==> config.mk <==
export PLATFORM = sky130hd
export DESIGN_NAME = arbitro_escrita_banco
export DESIGN_NICKNAME = d
export VERILOG_FILES = /design/src/rtl/arbitro_escrita_banco.sv
export SDC_FILE = /design/constraint.sdc
export NUM_CORES = 1
export LEC_CHECK = 0
export ABC_CLOCK_PERIOD_IN_PS = 1400
export BUFFER_PORTS_ARGS = -buffer_cell sky130_fd_sc_hd__clkbuf_2
export CORE_UTILIZATION = 46
export CTS_BUF_LIST = sky130_fd_sc_hd__clkbuf_16
export DETAILED_ROUTE_END_ITERATION = 8
export PLACE_DENSITY = 0.86
export SYNTH_ARGS = -nofsm -noshare
export SYNTH_HDL_FRONTEND = slang
export SYNTH_SLANG_ARGS = --single-unit
==> constraint.sdc <==
create_clock -name clock -period 1.4 [get_ports clock]
set_input_delay 0.14 -clock clock [delete_from_list [all_inputs] [get_ports clock]]
set_output_delay 0.14 -clock clock [all_outputs]
set_load 0.005 [all_outputs]
==> src/rtl/arbitro_escrita_banco.sv <==
// Round-robin arbiter sharing the register-bank write port between ULA (A) and memory/load (B).
// Optional macro ARBITRO_ADIANTAMENTO_EN adds forwarding of the pending write to the rs/rt read values.
module arbitro_escrita_banco #(
    parameter int unsigned LARGURA_DADO = 32,
    parameter int unsigned LARGURA_END  = 5
) (
    input  logic                    clock,
    input  logic                    reset_n,
    input  logic                    valid_a,
    input  logic [LARGURA_END-1:0]  rd_a,
    input  logic [LARGURA_DADO-1:0] dado_a,
    output logic                    ready_a,
    input  logic                    valid_b,
    input  logic [LARGURA_END-1:0]  rd_b,
    input  logic [LARGURA_DADO-1:0] dado_b,
    output logic                    ready_b,
    input  logic                    congela,
    output logic                    RegWrite,
    output logic [LARGURA_END-1:0]  rd,
    output logic [LARGURA_DADO-1:0] dado_escrita,
`ifdef ARBITRO_ADIANTAMENTO_EN
    input  logic [LARGURA_END-1:0]  rs,
    input  logic [LARGURA_END-1:0]  rt,
    input  logic [LARGURA_DADO-1:0] dado1_banco,
    input  logic [LARGURA_DADO-1:0] dado2_banco,
    output logic [LARGURA_DADO-1:0] dado1,
    output logic [LARGURA_DADO-1:0] dado2,
`endif
    output logic                    ocupado
);

    logic                    r_pend_valid;
    logic [LARGURA_END-1:0]  r_pend_rd;
    logic [LARGURA_DADO-1:0] r_pend_dado;
    logic                    r_ultimo_b;

    logic w_livre;
    logic w_grant_a;
    logic w_grant_b;

    // Stage accepts a new entry when empty or draining; never while reset is held.
    always_comb begin
        w_livre   = reset_n && (!r_pend_valid || !congela);
        w_grant_a = w_livre && valid_a && (!valid_b || r_ultimo_b);
        w_grant_b = w_livre && valid_b && (!valid_a || !r_ultimo_b);
    end

    assign ready_a      = w_grant_a;
    assign ready_b      = w_grant_b;
    assign ocupado      = r_pend_valid;
    // r0 is hardwired to zero, so its writes are swallowed here.
    assign RegWrite     = r_pend_valid && !congela && (r_pend_rd != '0);
    assign rd           = r_pend_rd;
    assign dado_escrita = r_pend_dado;

    always_ff @(posedge clock or negedge reset_n) begin
        if (!reset_n) begin
            r_pend_valid <= 1'b0;
            r_pend_rd    <= '0;
            r_pend_dado  <= '0;
            r_ultimo_b   <= 1'b1;
        end else if (w_grant_a) begin
            r_pend_valid <= 1'b1;
            r_pend_rd    <= rd_a;
            r_pend_dado  <= dado_a;
            r_ultimo_b   <= 1'b0;
        end else if (w_grant_b) begin
            r_pend_valid <= 1'b1;
            r_pend_rd    <= rd_b;
            r_pend_dado  <= dado_b;
            r_ultimo_b   <= 1'b1;
        end else if (r_pend_valid && !congela) begin
            r_pend_valid <= 1'b0;
        end
    end

`ifdef ARBITRO_ADIANTAMENTO_EN
    // Pending value bypasses the bank until it is actually written, frozen or not.
    assign dado1 = (r_pend_valid && (r_pend_rd == rs) && (rs != '0)) ? r_pend_dado : dado1_banco;
    assign dado2 = (r_pend_valid && (r_pend_rd == rt) && (rt != '0)) ? r_pend_dado : dado2_banco;
`endif

endmodule

==> results of run 1 <==
[cells by family after synthesis]
logic type             count (synthesis)  synth area share [%]
AO/OA/AOI/OAI                        117                  35.8
AND/OR/NAND/NOR                       46                  12.3
flip-flops                            39                  41.9
buffers and inverters                 37                  9.94
[layout make-up]
type	instances	area share, %
clock buffer	5	3.38
clock inverter	3	0.304
inverter	1	0.101
multi-input combinational	164	35.3
sequential	39	26.4
tap	67	2.26
timing repair buffer	160	32.3
[synthesized netlist by cell type]
| cell type | count |
|---|---|
| nor3_1 | 1 |
| or4_1 | 1 |
| o31ai_2 | 19 |
| nand4_1 | 37 |
| a21oi_1 | 39 |
| nand2b_1 | 1 |
| buf_6 | 7 |
| inv_2 | 1 |
| buf_2 | 20 |
| nor2b_2 | 1 |
| o31ai_1 | 18 |
| a21o_1 | 1 |
| a21bo_1 | 1 |
| or2_1 | 1 |
| nand2_1 | 1 |
| clkbuf_1 | 5 |
| and2_1 | 1 |
| dfrtp_1 | 38 |
| buf_4 | 4 |
| nor3b_1 | 1 |
| a21boi_2 | 1 |
| nor2_1 | 1 |
| dfstp_2 | 1 |
| a31oi_1 | 38 |
[flip-flops by register name, indices dropped and copies added (netlist names)]
signal,cells
dado_escrita,32
ocupado,1
r_ultimo_b,1
rd,5
[routing by layer]
metal  vias up  GRT usage (%)
li1       1225              -
met1      1342           41.8
met2       220           54.5
met3        42           5.52
met4         0           13.7
met5         -              0
[power by group through the flow]
stage / Combinational (mW) / Clock, mW / Sequential [mW]
global route: 1.70 / 1.13 / 1.52
finish: 1.60 / 1.08 / 1.50
floorplan: 0.606 / 0 / 1.51
global placement: 1.08 / 0 / 1.50
CTS: 1.47 / 1.07 / 1.49
detailed placement: 1.11 / 0 / 1.51
[metrics by stage]
stage | hold WS (ns) | utilization (%) | std cells | power, mW | TNS [ns]
floorplan | -0.156 | - | 239 | 2.11 | 0
global placement | 0.116 | 61.7 | 407 | 2.58 | -6.27
detailed placement | 0.126 | 61.7 | 407 | 2.62 | -8.42
CTS | 0.103 | 75.7 | 442 | 4.02 | -2.80
global route | 0.108 | 77.4 | 439 | 4.35 | -6.98
finish | 0.104 | 77.4 | 439 | 4.18 | -5.60
[worst max-delay path, cell delays in order, from the launching register on]
cell and delay (ns):
dfrtp_2 0.45, a21bo_1 0.23, buf_12 0.19, nor3_1 0.18
clkbuf_2 0.14
[worst paths after layout]
check	start	endpoint	slack (ns)	cells after the start
max in group asynchronous	reset_n	r_ultimo_b	0.52	3
hold reg to reg	dado_escrita[8]	dado_escrita[8]	0.55	2
hold / removal	dado_b[12]	dado_escrita[12]	0.10	3
setup reg to reg	ocupado	dado_escrita[31]	-0.24	7
setup / recovery	ocupado	ready_a	-0.24	4
min in group asynchronous	reset_n	dado_escrita[25]	0.45	3
[what timing repair did]
action / CTS / global route
endpoints found under the setup margin: 40 / 42
cloned: 7 / 3
pin swaps: 13 / 16
hold buffers: 1 / 0
resized for setup: 37 / 29
buffers inserted: 20 / 2
endpoints found under the hold margin: 38 / 0
==> key figures, run 1 <==
Power and ir drop
  – NetSw: 1.40 mW
  – Power density over cell area: 1130 mW/mm^2
  – Flop pwr share: 36.0%
  – LEAKAGE: 1.60 nW
  – Internal: 2.77 mW
  – Sw frac: 33.6%
  – Clk pwr share: 25.8%
  – VDD IR-drop max: 0.684 mV
  – Logic pwr share: 38.2%

Run
  – MaxCap Viol Count: 0

Timing
  – Max-slew violation count: 0
  – Final setup fails: 41
  – Final min period: 1.64 ns
  – Max_slew headroom: 39.2%
  – Final Skew: 0.00468 ns
  – Actual slew at the worst max-slew pin: 0.910 ns
  – PnR worst setup slack: -0.241 ns
  – Top achievable clock speed: 609 MHz
  – RSZ-0062 raised after global routing: yes
  – Fin. Hold Viols: 0
  – Final period utilization: 117%

CTS
  – Worst-path clk slew: 0.06 ns
  – TritonCTS Buffers: 5
  – Clk_lat worst skew: 0.28 ns
  – Num Clock Sinks: 39
  – CTS max path bufs: 2
  – Clock Tree Root: clkbuf_16
  – H-tree depth: 2
  – CTS tree: done

Logic synthesis
  – Area contributors post-synth: dfrtp_1 41%, a31oi_1 10%, o31ai_2 10%
  – Yosys top cell by area: dfrtp_1
  – Synthesized area: 0.00233 mm^2
  – Syn. warnings: 0
  – Yosys reg bits: 39
  – Number of distinct library cells after synthesis: 24
  – Cell count after synthesis: 239
  – Share of the synthesized area in the top cell type: 40.8%
  – Syn_area_per_cell: 9.75 um^2
  – Synth Net Count: 318
  – Sequential element share of the synthesized area: 41.9%

Route
  – Initial drt markers: 259
  – Met2 wire len: 4620 um
  – Wire per inst: 20.8 um
  – Post-DRT Antenna Nets: 0
  – 1st-pass router iterations: 7
  – M1 wire length: 3450 um
  – DR top layer: met4
  – Final wirelength: 9150 um
  – Drt drc: 0
  – Vias: 2829
  – Detail Route met3 WL: 749 um
  – Via/cell ratio: 6.44

GRT
  – Tot GR Track Use: 32.7%
  – First-pass GRT wire length: 13100 um
  – Largest net degree at the start of global routing: 40
  – Vias in the first global route: 2637
  – Initial antenna violation count: 0
  – GR Overflow Total: 0

Finish
  – Layout area overhead: 59.0%
  – Filler cells: 319
  – Footprint of the multi-input gates: 0.00131 mm^2
  – ANT cells: 0
  – Final net count: 450
  – Reg area: 978 um^2
  – Layout cells sized above 1: 55.9%
  – Commonest non-fill, non-tap cell in the layout: clkbuf_2
  – Final instance area: 0.00370 mm^2
  – Most frequent cells in the layout: 119 x clkbuf_2, 37 x nand4_1, 37 x dfrtp_1

Floorplan
  – Die height: 73.2 um
  – Initial Util: 48.7%
  – # IOs: 120
  – Core area: 0.00479 mm^2
  – Die W: 73.2 um
  – Rows: 25
  – Die area: 0.00535 mm^2

Min path
  – Worst Hold Class: in -> reg

Critical path
  – Setup Crit Path Kind: reg -> out
  – Worst EP required: 1.26 ns
  – CP Capture Type: output port
  – Startpoint types: register
  – Crit Path Max Fanout: 27
  – Worst path arrival time: 1.50 ns

Place
  – Area after DPL: 0.00295 mm^2
  – Post-DP HPWL: 4670 um
  – Gp weighted congestion: 0.781
  – I/O Buffers: 119
  – Pre-CTS WS: -0.308 ns

Status
  – Failing checks: setup timing
  – Status: finished with violations
(Power assumes the default switching activity.)
==> inputs of run 2 (changes only) <==
- CORE_ASPECT_RATIO: default -> 0.6
- SETUP_SLACK_MARGIN: default -> 0.3
==> run 2 against run 1 <==
Against the previous run:
- total power is 16% higher
- clock power is 5% higher
- hold slack worse by 0.012 ns
- worst setup slack worse by 0.12 ns
- routed wire length is 42% higher
- the flow still finishes with violations (setup timing)
- core utilization is 15 points higher
- largest power group unchanged
- via count is 16% higher
- design area is 18% higher
- highest routed layer unchanged
==> key figures, run 2 (same netlist as run 1, synthesis figures left out) <==
Floorplan
  – Die W: 93.9 um
  – Die area: 0.00536 mm^2
  – Die height: 57.1 um
  – # IOs: 120
  – Initial Util: 49.5%
  – Rows: 19
  – Core area: 0.00471 mm^2

GRT
  – Tot GR Track Use: 40.2%
  – GR Overflow Total: 0
  – Vias in the first global route: 2996
  – Initial antenna violation count: 0
  – First-pass GRT wire length: 15900 um
  – Largest net degree at the start of global routing: 39

Timing
  – Max_slew headroom: 31.1%
  – RSZ-0062 raised after global routing: yes
  – Final period utilization: 126%
  – Final min period: 1.76 ns
  – Actual slew at the worst max-slew pin: 1.03 ns
  – Fin. Hold Viols: 0
  – Top achievable clock speed: 567 MHz
  – Worst hold slack: 0.0912 ns
  – Max-slew violation count: 0
  – Final setup fails: 42
  – Final Skew: 0.00429 ns
  – PnR worst setup slack: -0.363 ns

Finish
  – Most frequent cells in the layout: 118 x clkbuf_2, 38 x dfrtp_1, 37 x nand4_1
  – Cell Count, Final, Fillers Out: 463
  – Layout area overhead: 87.2%
  – Layout cells sized above 1: 65.8%
  – Max FFs per register: 32
  – Finished Core Util: 92.7%
  – ANT cells: 0
  – Commonest non-fill, non-tap cell in the layout: clkbuf_2
  – Filler cells: 166
  – Final net count: 478

CTS
  – Clock Tree Root: clkbuf_16
  – Clk_lat worst skew: 0.29 ns
  – TritonCTS Buffers: 5
  – CTS max path bufs: 2
  – H-tree depth: 2
  – Num Clock Sinks: 39
  – CTS tree: done
  – Worst-path clk slew: 0.06 ns

Critical path
  – Worst path arrival time: 1.95 ns
  – Worst EP required: 1.59 ns
  – CP Capture Type: register
  – Setup Crit Path Kind: reg -> reg
  – Crit Path Max Fanout: 8
  – Startpoint types: register

Min path
  – Worst Hold Class: in -> reg

Route
  – 1st-pass router iterations: 6
  – Drt drc: 0
  – Initial drt markers: 288
  – Post-DRT Antenna Nets: 0
  – Vias: 3286
  – Wire per inst: 28.0 um
  – Final wirelength: 13000 um
  – Via/cell ratio: 7.10

Power and ir drop
  – LEAKAGE: 1.86 nW
  – VDD IR-drop max: 0.651 mV
  – Power density over cell area: 1110 mW/mm^2

Place
  – Post-DP HPWL: 4990 um
  – Gp weighted congestion: 0.750
  – I/O Buffers: 119
  – Placed Cells: 406

Status
  – Status: finished with violations
  – Failing checks: setup timing

Run
  – MaxCap Viol Count: 0
run 2: repair_timing:
item	4_1_cts	5_1_grt
gates cloned	14	2
hold endpoints to repair	38	0
hold buffers	1	0
buffers inserted	24	8
endpoints found under the setup margin	43	43
gates resized for setup	61	35
pin swaps	25	11
run 2: final timing paths:
| path | endpoint | startpoint | depth (start not counted) | slack (ns) |
|---|---|---|---|---|
| worst max-delay path | dado_escrita[15] | ocupado | 9 | -0.36 |
| worst min-delay path | dado_escrita[16] | dado_b[16] | 3 | 0.09 |
| worst max register to register | dado_escrita[15] | ocupado | 9 | -0.36 |
| worst min register to register | dado_escrita[19] | dado_escrita[19] | 2 | 0.56 |
| max in group asynchronous | r_ultimo_b | reset_n | 3 | 0.50 |
| min in group asynchronous | dado_escrita[24] | reset_n | 3 | 0.46 |
run 2: worst max-delay path: stages, from the launching register on:
cell and delay [ns]:
dfrtp_1 0.40, buf_6 0.13, a21boi_4 0.21, buf_6 0.13
buf_6 0.08, buf_6 0.08, buf_6 0.12, buf_16 0.14
nand4_1 0.10, a31oi_1 0.26
run 2: power by group:
part	switching [mW]	total (mW)	internal (mW)
combinational	1.09	2.17	1.08
clock	0.480	1.13	0.645
sequential	0.193	1.54	1.35
run 2: final cells by class:
type / count / area [um^2] / area share, %
Timing Repair Buffer: 188 / 1630 / 37.3
Clock buffer: 5 / 125 / 2.87
Inverter: 1 / 3.75 / 0.0861
Clock inverter: 3 / 12.5 / 0.287
Sequential cell: 39 / 977 / 22.4
Multi-Input combinational cell: 164 / 1540 / 35.3
Tap cell: 63 / 78.8 / 1.81
run 2: routing by layer:
metal | up-vias | wire length [um] | track usage, %
met5 | - | 0 | 0
met2 | 370 | 5740 | 65.0
met1 | 1553 | 4720 | 50.0
li1 | 1292 | - | -
met3 | 71 | 1770 | 10.5
met4 | 0 | 725 | 21.1
run 2: stage by stage:
| step | cell area [um^2] | TNS [ns] | setup slack [ns] | power [mW] |
|---|---|---|---|---|
| 2_1_floorplan | 2390 | 0 | 0.119 | 2.16 |
| 3_3_place_gp | 3020 | -7.18 | -0.262 | 2.65 |
| 3_5_place_dp | 3020 | -8.93 | -0.317 | 2.69 |
| 4_1_cts | 4000 | -5.33 | -0.227 | 4.35 |
| 5_1_grt | 4360 | -11.44 | -0.430 | 4.95 |
| 6_report | 4360 | -9.74 | -0.363 | 4.83 |
